`src/rtl/ovl_sem_pkg.sv`:
```
// Shared types and constants for the OVL semantic-harness time-family sequencer.
package ovl_sem_pkg;

  typedef enum logic [2:0] {
    IDLE  = 3'd0,
    LEAD  = 3'd1,
    START = 3'd2,
    WIN   = 3'd3,
    GAP   = 3'd4,
    CHECK = 3'd5
  } sched_state_e;

  localparam int OVL_FIRE_2STATE = 0;
  localparam int FIRE_CNT_W      = 8;

  function automatic int max3(input int a, input int b, input int c);
    int m;
    m = (a > b) ? a : b;
    return (m > c) ? m : c;
  endfunction

endpackage

```
`src/rtl/ovl_sem_phase_cnt.sv`:
```
// Loadable down-counter shared by the LEAD, WIN and GAP phases; parks at zero.
module ovl_sem_phase_cnt #(
  parameter int W = 2
) (
  input  logic         clk,
  input  logic         reset,
  input  logic         load,
  input  logic [W-1:0] load_val,
  output logic [W-1:0] value,
  output logic         zero
);

  always_ff @(posedge clk) begin
    if (reset) begin
      value <= '0;
    end else if (load) begin
      value <= load_val;
    end else if (value != '0) begin
      value <= value - 1'b1;
    end
  end

  assign zero = (value == '0);

endmodule

```
`src/rtl/ovl_sem_time_sched.sv`:
```
// Stimulus/response sequencer for an ovl_time checker: issues start events,
// drives test_expr over each window, counts checker fires and gives a verdict.
module ovl_sem_time_sched
  import ovl_sem_pkg::*;
#(
  parameter int  NUM_CKS    = 2,
  parameter int  NUM_EVENTS = 3,
  parameter int  LEAD_CKS   = 1,
  parameter int  GAP_CKS    = 2,
  parameter int  FAIL_IDX   = 1,
  localparam int EW         = $clog2(NUM_EVENTS + 1)
) (
  input  logic                  clk,
  input  logic                  reset,
  input  logic                  go,
  input  logic                  inject_fail,
  input  logic [2:0]            fire,
  output logic                  ovl_enable,
  output logic                  start_event,
  output logic                  test_expr,
  output logic                  busy,
  output logic                  done,
  output logic                  pass,
  output logic [EW-1:0]         event_idx,
  output logic [FIRE_CNT_W-1:0] fire_count,
  output sched_state_e          dbg_state
);

  // Handshake: go is a level sampled only in IDLE; done is a one-cycle pulse,
  // pass is valid alongside it and held until the next accepted go.

  localparam int PW = $clog2(max3(LEAD_CKS, NUM_CKS, GAP_CKS) + 1);
  localparam logic [PW-1:0] LEAD_LD  = PW'((LEAD_CKS > 0) ? LEAD_CKS - 1 : 0);
  localparam logic [PW-1:0] WIN_LD   = PW'(NUM_CKS - 1);
  localparam logic [PW-1:0] GAP_LD   = PW'(GAP_CKS - 1);
  localparam logic [EW-1:0] LAST_IDX = EW'(NUM_EVENTS - 1);
  localparam logic [EW-1:0] FAIL_I   = EW'(FAIL_IDX);

  if (NUM_CKS < 1 || NUM_EVENTS < 1 || LEAD_CKS < 0 || GAP_CKS < 1 ||
      FAIL_IDX < 0 || FAIL_IDX >= NUM_EVENTS) begin : g_bad_params
    $error("ovl_sem_time_sched: illegal parameter combination");
  end

  sched_state_e state, state_next;
  logic                  inj, inj_next;
  logic [EW-1:0]         idx, idx_next;
  logic [FIRE_CNT_W-1:0] fc_next;
  logic                  pass_next;
  logic                  ph_load;
  logic [PW-1:0]         ph_load_val;
  logic [PW-1:0]         ph_value;
  logic                  ph_zero;
  logic                  busy_next, start_next, expr_next, done_next;
  logic                  unused_fire;

  assign unused_fire = ^{fire[2:1], ph_value};

  ovl_sem_phase_cnt #(.W(PW)) u_phase (
    .clk      (clk),
    .reset    (reset),
    .load     (ph_load),
    .load_val (ph_load_val),
    .value    (ph_value),
    .zero     (ph_zero)
  );

  always_comb begin
    state_next  = state;
    inj_next    = inj;
    idx_next    = idx;
    ph_load     = 1'b0;
    ph_load_val = '0;
    case (state)
      IDLE: begin
        if (go) begin
          inj_next = inject_fail;
          idx_next = '0;
          if (LEAD_CKS > 0) begin
            state_next  = LEAD;
            ph_load     = 1'b1;
            ph_load_val = LEAD_LD;
          end else begin
            state_next = START;
          end
        end
      end
      LEAD:  if (ph_zero) state_next = START;
      START: begin
        state_next  = WIN;
        ph_load     = 1'b1;
        ph_load_val = WIN_LD;
      end
      WIN: begin
        if (ph_zero) begin
          state_next  = GAP;
          ph_load     = 1'b1;
          ph_load_val = GAP_LD;
        end
      end
      GAP: begin
        if (ph_zero) begin
          if (idx == LAST_IDX) begin
            state_next = CHECK;
          end else begin
            idx_next   = idx + 1'b1;
            state_next = START;
          end
        end
      end
      CHECK:   state_next = IDLE;
      default: state_next = IDLE;
    endcase
  end

  // Fire counting and verdict; CHECK sees the count as it stood entering CHECK.
  always_comb begin
    fc_next   = fire_count;
    pass_next = pass;
    if (state == IDLE) begin
      if (go) begin
        fc_next   = '0;
        pass_next = 1'b0;
      end
    end else if (fire[OVL_FIRE_2STATE] && (fire_count != '1)) begin
      fc_next = fire_count + 1'b1;
    end
    if (state_next == CHECK) begin
      pass_next = inj_next ? (fc_next != '0) : (fc_next == '0);
    end
  end

  // Outputs are decoded from the next state so they come straight off flops.
  always_comb begin
    busy_next  = (state_next != IDLE);
    start_next = (state_next == START);
    done_next  = (state_next == CHECK);
    case (state_next)
      IDLE:    expr_next = 1'b0;
      WIN:     expr_next = !(inj_next && (idx_next == FAIL_I));
      default: expr_next = 1'b1;
    endcase
  end

  always_ff @(posedge clk) begin
    if (reset) begin
      state       <= IDLE;
      inj         <= 1'b0;
      idx         <= '0;
      fire_count  <= '0;
      pass        <= 1'b0;
      busy        <= 1'b0;
      ovl_enable  <= 1'b0;
      start_event <= 1'b0;
      test_expr   <= 1'b0;
      done        <= 1'b0;
    end else begin
      state       <= state_next;
      inj         <= inj_next;
      idx         <= idx_next;
      fire_count  <= fc_next;
      pass        <= pass_next;
      busy        <= busy_next;
      ovl_enable  <= busy_next;
      start_event <= start_next;
      test_expr   <= expr_next;
      done        <= done_next;
    end
  end

  assign event_idx = idx;
  assign dbg_state = state;

endmodule
```
`config.mk`:
```
export PLATFORM = sky130hd
export DESIGN_NAME = ovl_sem_time_sched
export DESIGN_NICKNAME = d
export VERILOG_FILES = /design/src/rtl/ovl_sem_pkg.sv /design/src/rtl/ovl_sem_phase_cnt.sv /design/src/rtl/ovl_sem_time_sched.sv
export SDC_FILE = /design/constraint.sdc
export NUM_CORES = 1
export LEC_CHECK = 0
export CORE_ASPECT_RATIO = 1.5
export CORE_MARGIN = 2
export CORE_UTILIZATION = 49
export DETAILED_ROUTE_END_ITERATION = 8
export PLACE_DENSITY = 0.78
export SYNTH_ARGS = -nofsm -noshare
export SYNTH_HDL_FRONTEND = slang
export SYNTH_HIERARCHICAL = 1
export SYNTH_SLANG_ARGS = --single-unit
```
`constraint.sdc`:
```
create_clock -name clk -period 2.2 [get_ports clk]
set_input_delay 0.33 -clock clk [delete_from_list [all_inputs] [get_ports clk]]
set_output_delay 0.33 -clock clk [all_outputs]
set_load 0.05 [all_outputs]
```
# Yosys cells after proc, flatten, opt, wreduce, memory -nomap -nowiden
# Index checks and enable logic that the tools add are counted.
[totals] ff_bits=21 input_bits=7 word_cells=64
[classes] addsub=3 eq_ne=10 mux=27 n_reduce_logical=14
[op_table] op="two-way mux 8 bit" n=3
[op_table] op="two-way mux 3 bit" n=5
[op_table] op="case mux 3 bit (5 select lines)" n=1
[op_table] op="== test 3 x 2 -> 1 bit (second input constant)" n=4
[op_table] op="two-way mux 2 bit" n=5
[op_table] op="two-way mux 1 bit" n=9
[op_table] op="adder 8 x 1 -> 8 bit (second input constant)" n=1
[op_table] op="zero test 8 bit" n=1
[op_table] op="inequality test 8 bit (second input constant)" n=1
[op_table] op="nonzero test 2 bit" n=4
[op_table] op="nonzero test 8 bit" n=1
[op_table] op="== test 3 bit (second input constant)" n=2
[op_table] op="zero test 3 bit" n=2
[op_table] op="case mux 1 bit (2 select lines)" n=2
[op_table] op="case mux 2 bit (2 select lines)" n=1
[op_table] op="== test 3 x 1 -> 1 bit (second input constant)" n=1
[op_table] op="case mux 1 bit (3 select lines)" n=1
[op_table] op="nonzero test 3 bit" n=1
[op_table] op="adder 2 x 1 -> 2 bit (second input constant)" n=1
[op_table] op="== test 2 x 1 -> 1 bit (second input constant)" n=1
[op_table] op="== test 2 bit (second input constant)" n=1
[op_table] op="logical AND 1 bit" n=2
[op_table] op="zero test 2 bit" n=1
[op_table] op="AND reduction 2 bit" n=1
[op_table] op="2 further kinds" n=2

# Depth between registers and ports, before layout
[logic_depth] depth_word=8 mapped_depth=9 ltp_nobuf=8

# By module
# The synthesis kept the hierarchy.
[by_module_without_submodules] module="ovl_sem_time_sched" instances=1 cells_per_inst=128 area_per_inst_um2=1031.0 seq_area_each_um2=380.4
[by_module_without_submodules] module="ovl_sem_phase_cnt" instances=1 cells_per_inst=12 area_per_inst_um2=121.4 seq_area_each_um2=40.0

# Worst setup path after synthesis
# No wires, ideal clock.
[synth_timing] path_kind="reg2reg" start="register state[2], in the netlist dbg_state[2]" end="register pass" t_arrival_ns=2.048 setup_slack_ns=0.031 stages_incl_launch_ff=9 n_path_buf=2 path_cell_list="dfxtp_1 buf_2 o31a_1 buf_2 nand4_1 o311ai_0 o31a_1 a31o_1 nand3_1"
[synth_via] elab_chain_len=5 elab_cells_between_ends=20
[synth_rtl] element="from (decl)" line="ovl_sem_time_sched.sv:44" rtl="sched_state_e state, state_next;"
[synth_rtl] element="from (signal assigned)" line="ovl_sem_time_sched.sv:157" rtl="state <= state_next;"
[synth_rtl] element="== test 3 bit, or another cell as far along" line="ovl_sem_time_sched.sv:73" rtl="case (state)"
[synth_rtl] element="case mux 3 bit (5 select lines) / two-way mux 8 bit (equally long branches)" line="ovl_sem_time_sched.sv:73, ovl_sem_time_sched.sv:119"
[synth_rtl] element="== test 3 bit, or another cell as far along" line="ovl_sem_time_sched.sv:127" rtl="if (state_next == CHECK) begin"
[synth_rtl] element="nonzero test 2 bit (no line) / two-way mux 1 bit (equally long branches)"
[synth_rtl] element="AND reduction 2 bit (no line) / two-way mux 1 bit (equally long branches)"
[synth_rtl] element="to (signal assigned)" line="ovl_sem_time_sched.sv:161" rtl="pass <= pass_next;"
[synth_rtl] element="to (decl)" line="ovl_sem_time_sched.sv:23" rtl="output logic pass,"
# Several ways; a longest one is shown, not always the timed one.
# A chain may end at the register's enable or synchronous reset.

# Worst setup path in the final report
[layout_timing] start="register state[2], in the netlist dbg_state[2]" end="output dbg_state[2]"
[layout_rtl] element="to (decl)" line="ovl_sem_time_sched.sv:26" rtl="output sched_state_e dbg_state"
# No word-level cell between the ends.

==> results.md <==
- Status: complete, no violations
- Power consumption: around 1.3 mW
- HPWL after DPL: about 2.1 mm
- Leading area contributor after synthesis: dfxtp_1
- Lkg Pwr: about 0.56 nW
- Clk Latency, worst-skew pair: ~300 ps
- CTS root buf: clkbuf_4
- Met1 Usage GRT: 22.0%
- I/O pins: 26
- Register area share after synthesis: 36.5%
- Fmax achieved: between 400 and 500 MHz
- Synth top cells by count: 21 x dfxtp_1, 18 x nor2_1, 9 x inv_1
- CTS tree: yes
- Place WS: -3.42 ps
- CTS-repair resized insts: 0
- Syn. warnings: 6
- Setup crit end kind: output pin
- Worst setup path category: flip-flop to output pin
- Grt ovf: 0
- Input/output buffers: 23
- Final Cycle Share: around 95%
- Max_slew headroom: 66.1%
- Final GP Congestion: 0.915
- Clock sinks: 21
- Final net count: 180
- RSZ-0062 raised after global routing: false
- Clock skew: 2.58 ps
- Post-Syn Area: 1150 µm²
- # Max-Cap Violations: 0
- Clock buffer depth: 2
- Initial Util: 51.6%
- Die width: around 44 µm
- First-pass GRT wire length: ~4.7 mm
- # DRC: 0
- Syn_area_per_cell: 8.23 µm²
- P&R area growth vs syn: 27.0%
- Vias in the first global route: 1170
- Cell family with most CP delay: buffers and inverters
- Wirelength, routed: 2.71 mm
- Worst vdd ir: between 0.6 and 0.7 mV
- Main area contributors after synthesis: dfxtp_1 36%, nor2_1 5.9%, ha_1 4.3%
- Register area: ~420 µm²
- Post-synth top area share: a little over a third
- Pwr/cell area: around 910 nW/µm²
- Post CTS Setup Buffer Count: 0
- Total track usage: approximately a fifth
- Largest net degree at the start of global routing: 13
- Antenna viol nets, final: 0
- WL per Instance: 14.2 µm
- Share of cells above drive strength 1: 10.7%
- Hold-fix buffers, CTS: 0
- Worst-path clk slew: between 100 and 150 ps
- Worst setup SP type: flip-flop
- Ant diodes: 0
- WP data required: 1870 ps
- Post-synth EDFFs: 0
- Met2 Usage GRT: between 30% and 40%
- Synth Flop Type: dfxtp_1
- WP buf/inv: 1
- Number of fill cells: 182
- First DRT Iteration DRCs: 51
- Worst-path fanout max: 12
- Grt met3 use: 2.58%
- Final hold vios: 0
- Die area: ~2800 µm²
- CTS Buf Count: 3
- Drt first pass iters: 4
- Worst path cell trace: clkdlybuf4s50_1
- Finish-stage setup viols: 0
- Async SR Flop Fraction: 0%
- Core Area: between 2000 and 2500 µm²
- Via count: 1119
- Crit path max-delay cell type: clkdlybuf4s50_1
- Cell with the most instances after synthesis: dfxtp_1
- CP arrival: around 1800 ps
- Initial antenna violation count: 0
- Htree depth: 1
- FP Rows: 21
- Yosys cell types: between 40 and 50
- Worst Slack Setup Final: around 100 ps
- Area of the multi-input gates: ~650 µm²
- GR peak layer: met2
- Final min period: around 2100 ps
- HP Class: flip-flop to flip-flop
- Worst slew pin tran: between 500 and 600 ps
- Post-Syn Nets: approximately 150
- Drt via density: approximately 5.9
- Flops & latches, synth: 21
- Fin. max-slew vios: 0
- Die Span Y: roughly 63 µm
- CP max stage delay: ~900 ps
- Cells after Synth: between 100 and 150
-- placed cells by master (no fill, tap or decap), types with 3 or more instances in the layout --
cell type	instances
o21ai_0	4
clkdlybuf4s50_1	23
dfxtp_1	21
nor2_1	18
clkbuf_4	3
nand3_1	7
buf_4	10
a22oi_1	3
nand2b_1	3
o211ai_1	3
nor2b_1	3
nand2_1	7
nor3_1	4
nand4_1	3
inv_1	9
ha_1	4
nand3b_1	3
a21oi_1	5
-- report_power, final --
group	internal (mW)	switching, mW
Combinational	0.252	0.413
Clock	0.0677	0.121
Sequential	0.435	0.0430
Total	0.755	0.577
-- registers in the layout, indices dropped and copies added (netlist names) --
signal,cells
fire_count,8
test_expr,1
start_event,1
inj,1
busy,1
done,1
pass,1
event_idx,2
dbg_state,3
u_phase/value,2
-- cell type report --
class	count	share of cell area, %
clock buffer	3	1.54
timing repair buffer	33	20.9
sequential	21	28.7
tap	23	1.97
clock inverter	1	0.342
inverter	9	2.31
multi-input combinational	101	44.3
-- path summary, 6_finish.rpt --
check                 endpoint    startpoint  slack [ps]  cells after the start
setup / recovery  dbg_state[2]  dbg_state[2]         100                      1
hold / removal            pass          pass         500                      2
setup reg to reg          pass  dbg_state[0]         280                      7
hold reg to reg           pass          pass         500                      2
-- layer usage --
| layer | share of wire [%] | up-vias | wire (µm) |
|---|---|---|---|
| li1 | - | 553 | - |
| met1 | 37 | 528 | 1010 |
| met2 | 56 | 32 | 1520 |
| met3 | 3.7 | 6 | 101 |
| met4 | 2.8 | 0 | 75 |
| met5 | 0 | - | 0 |
-- metrics by stage --
stage	cells	cell area (µm²)	setup TNS (ps)	hold WS, ps	util [%]
3_3_place_gp	187	1440	0	485	64.3
3_5_place_dp	187	1440	-3.42	488	64.3
5_1_grt	191	1460	0	562	65.5
2_1_floorplan	140	1150	0	432	-
6_report	191	1460	0	500	65.5
4_1_cts	191	1460	0	505	65.5
-- cells by family (layout without fill, tap and decap cells) --
logic type                 Yosys count  count (layout)  share of synthesized area, %
AOI/OAI and AO/OA                   32              32                          20.4
other                                1               1                         0.325
and+or+nand+nor                     61              61                          28.6
DFF                                 21              21                          36.5
xor gates and xnor gates             1               1                         0.760
adders and majority gates            4               4                          4.34
muxes                                2               2                          1.85
buffers and inverters               18              46                          7.27
No activity file was read; power rests on OpenSTA's default activity.
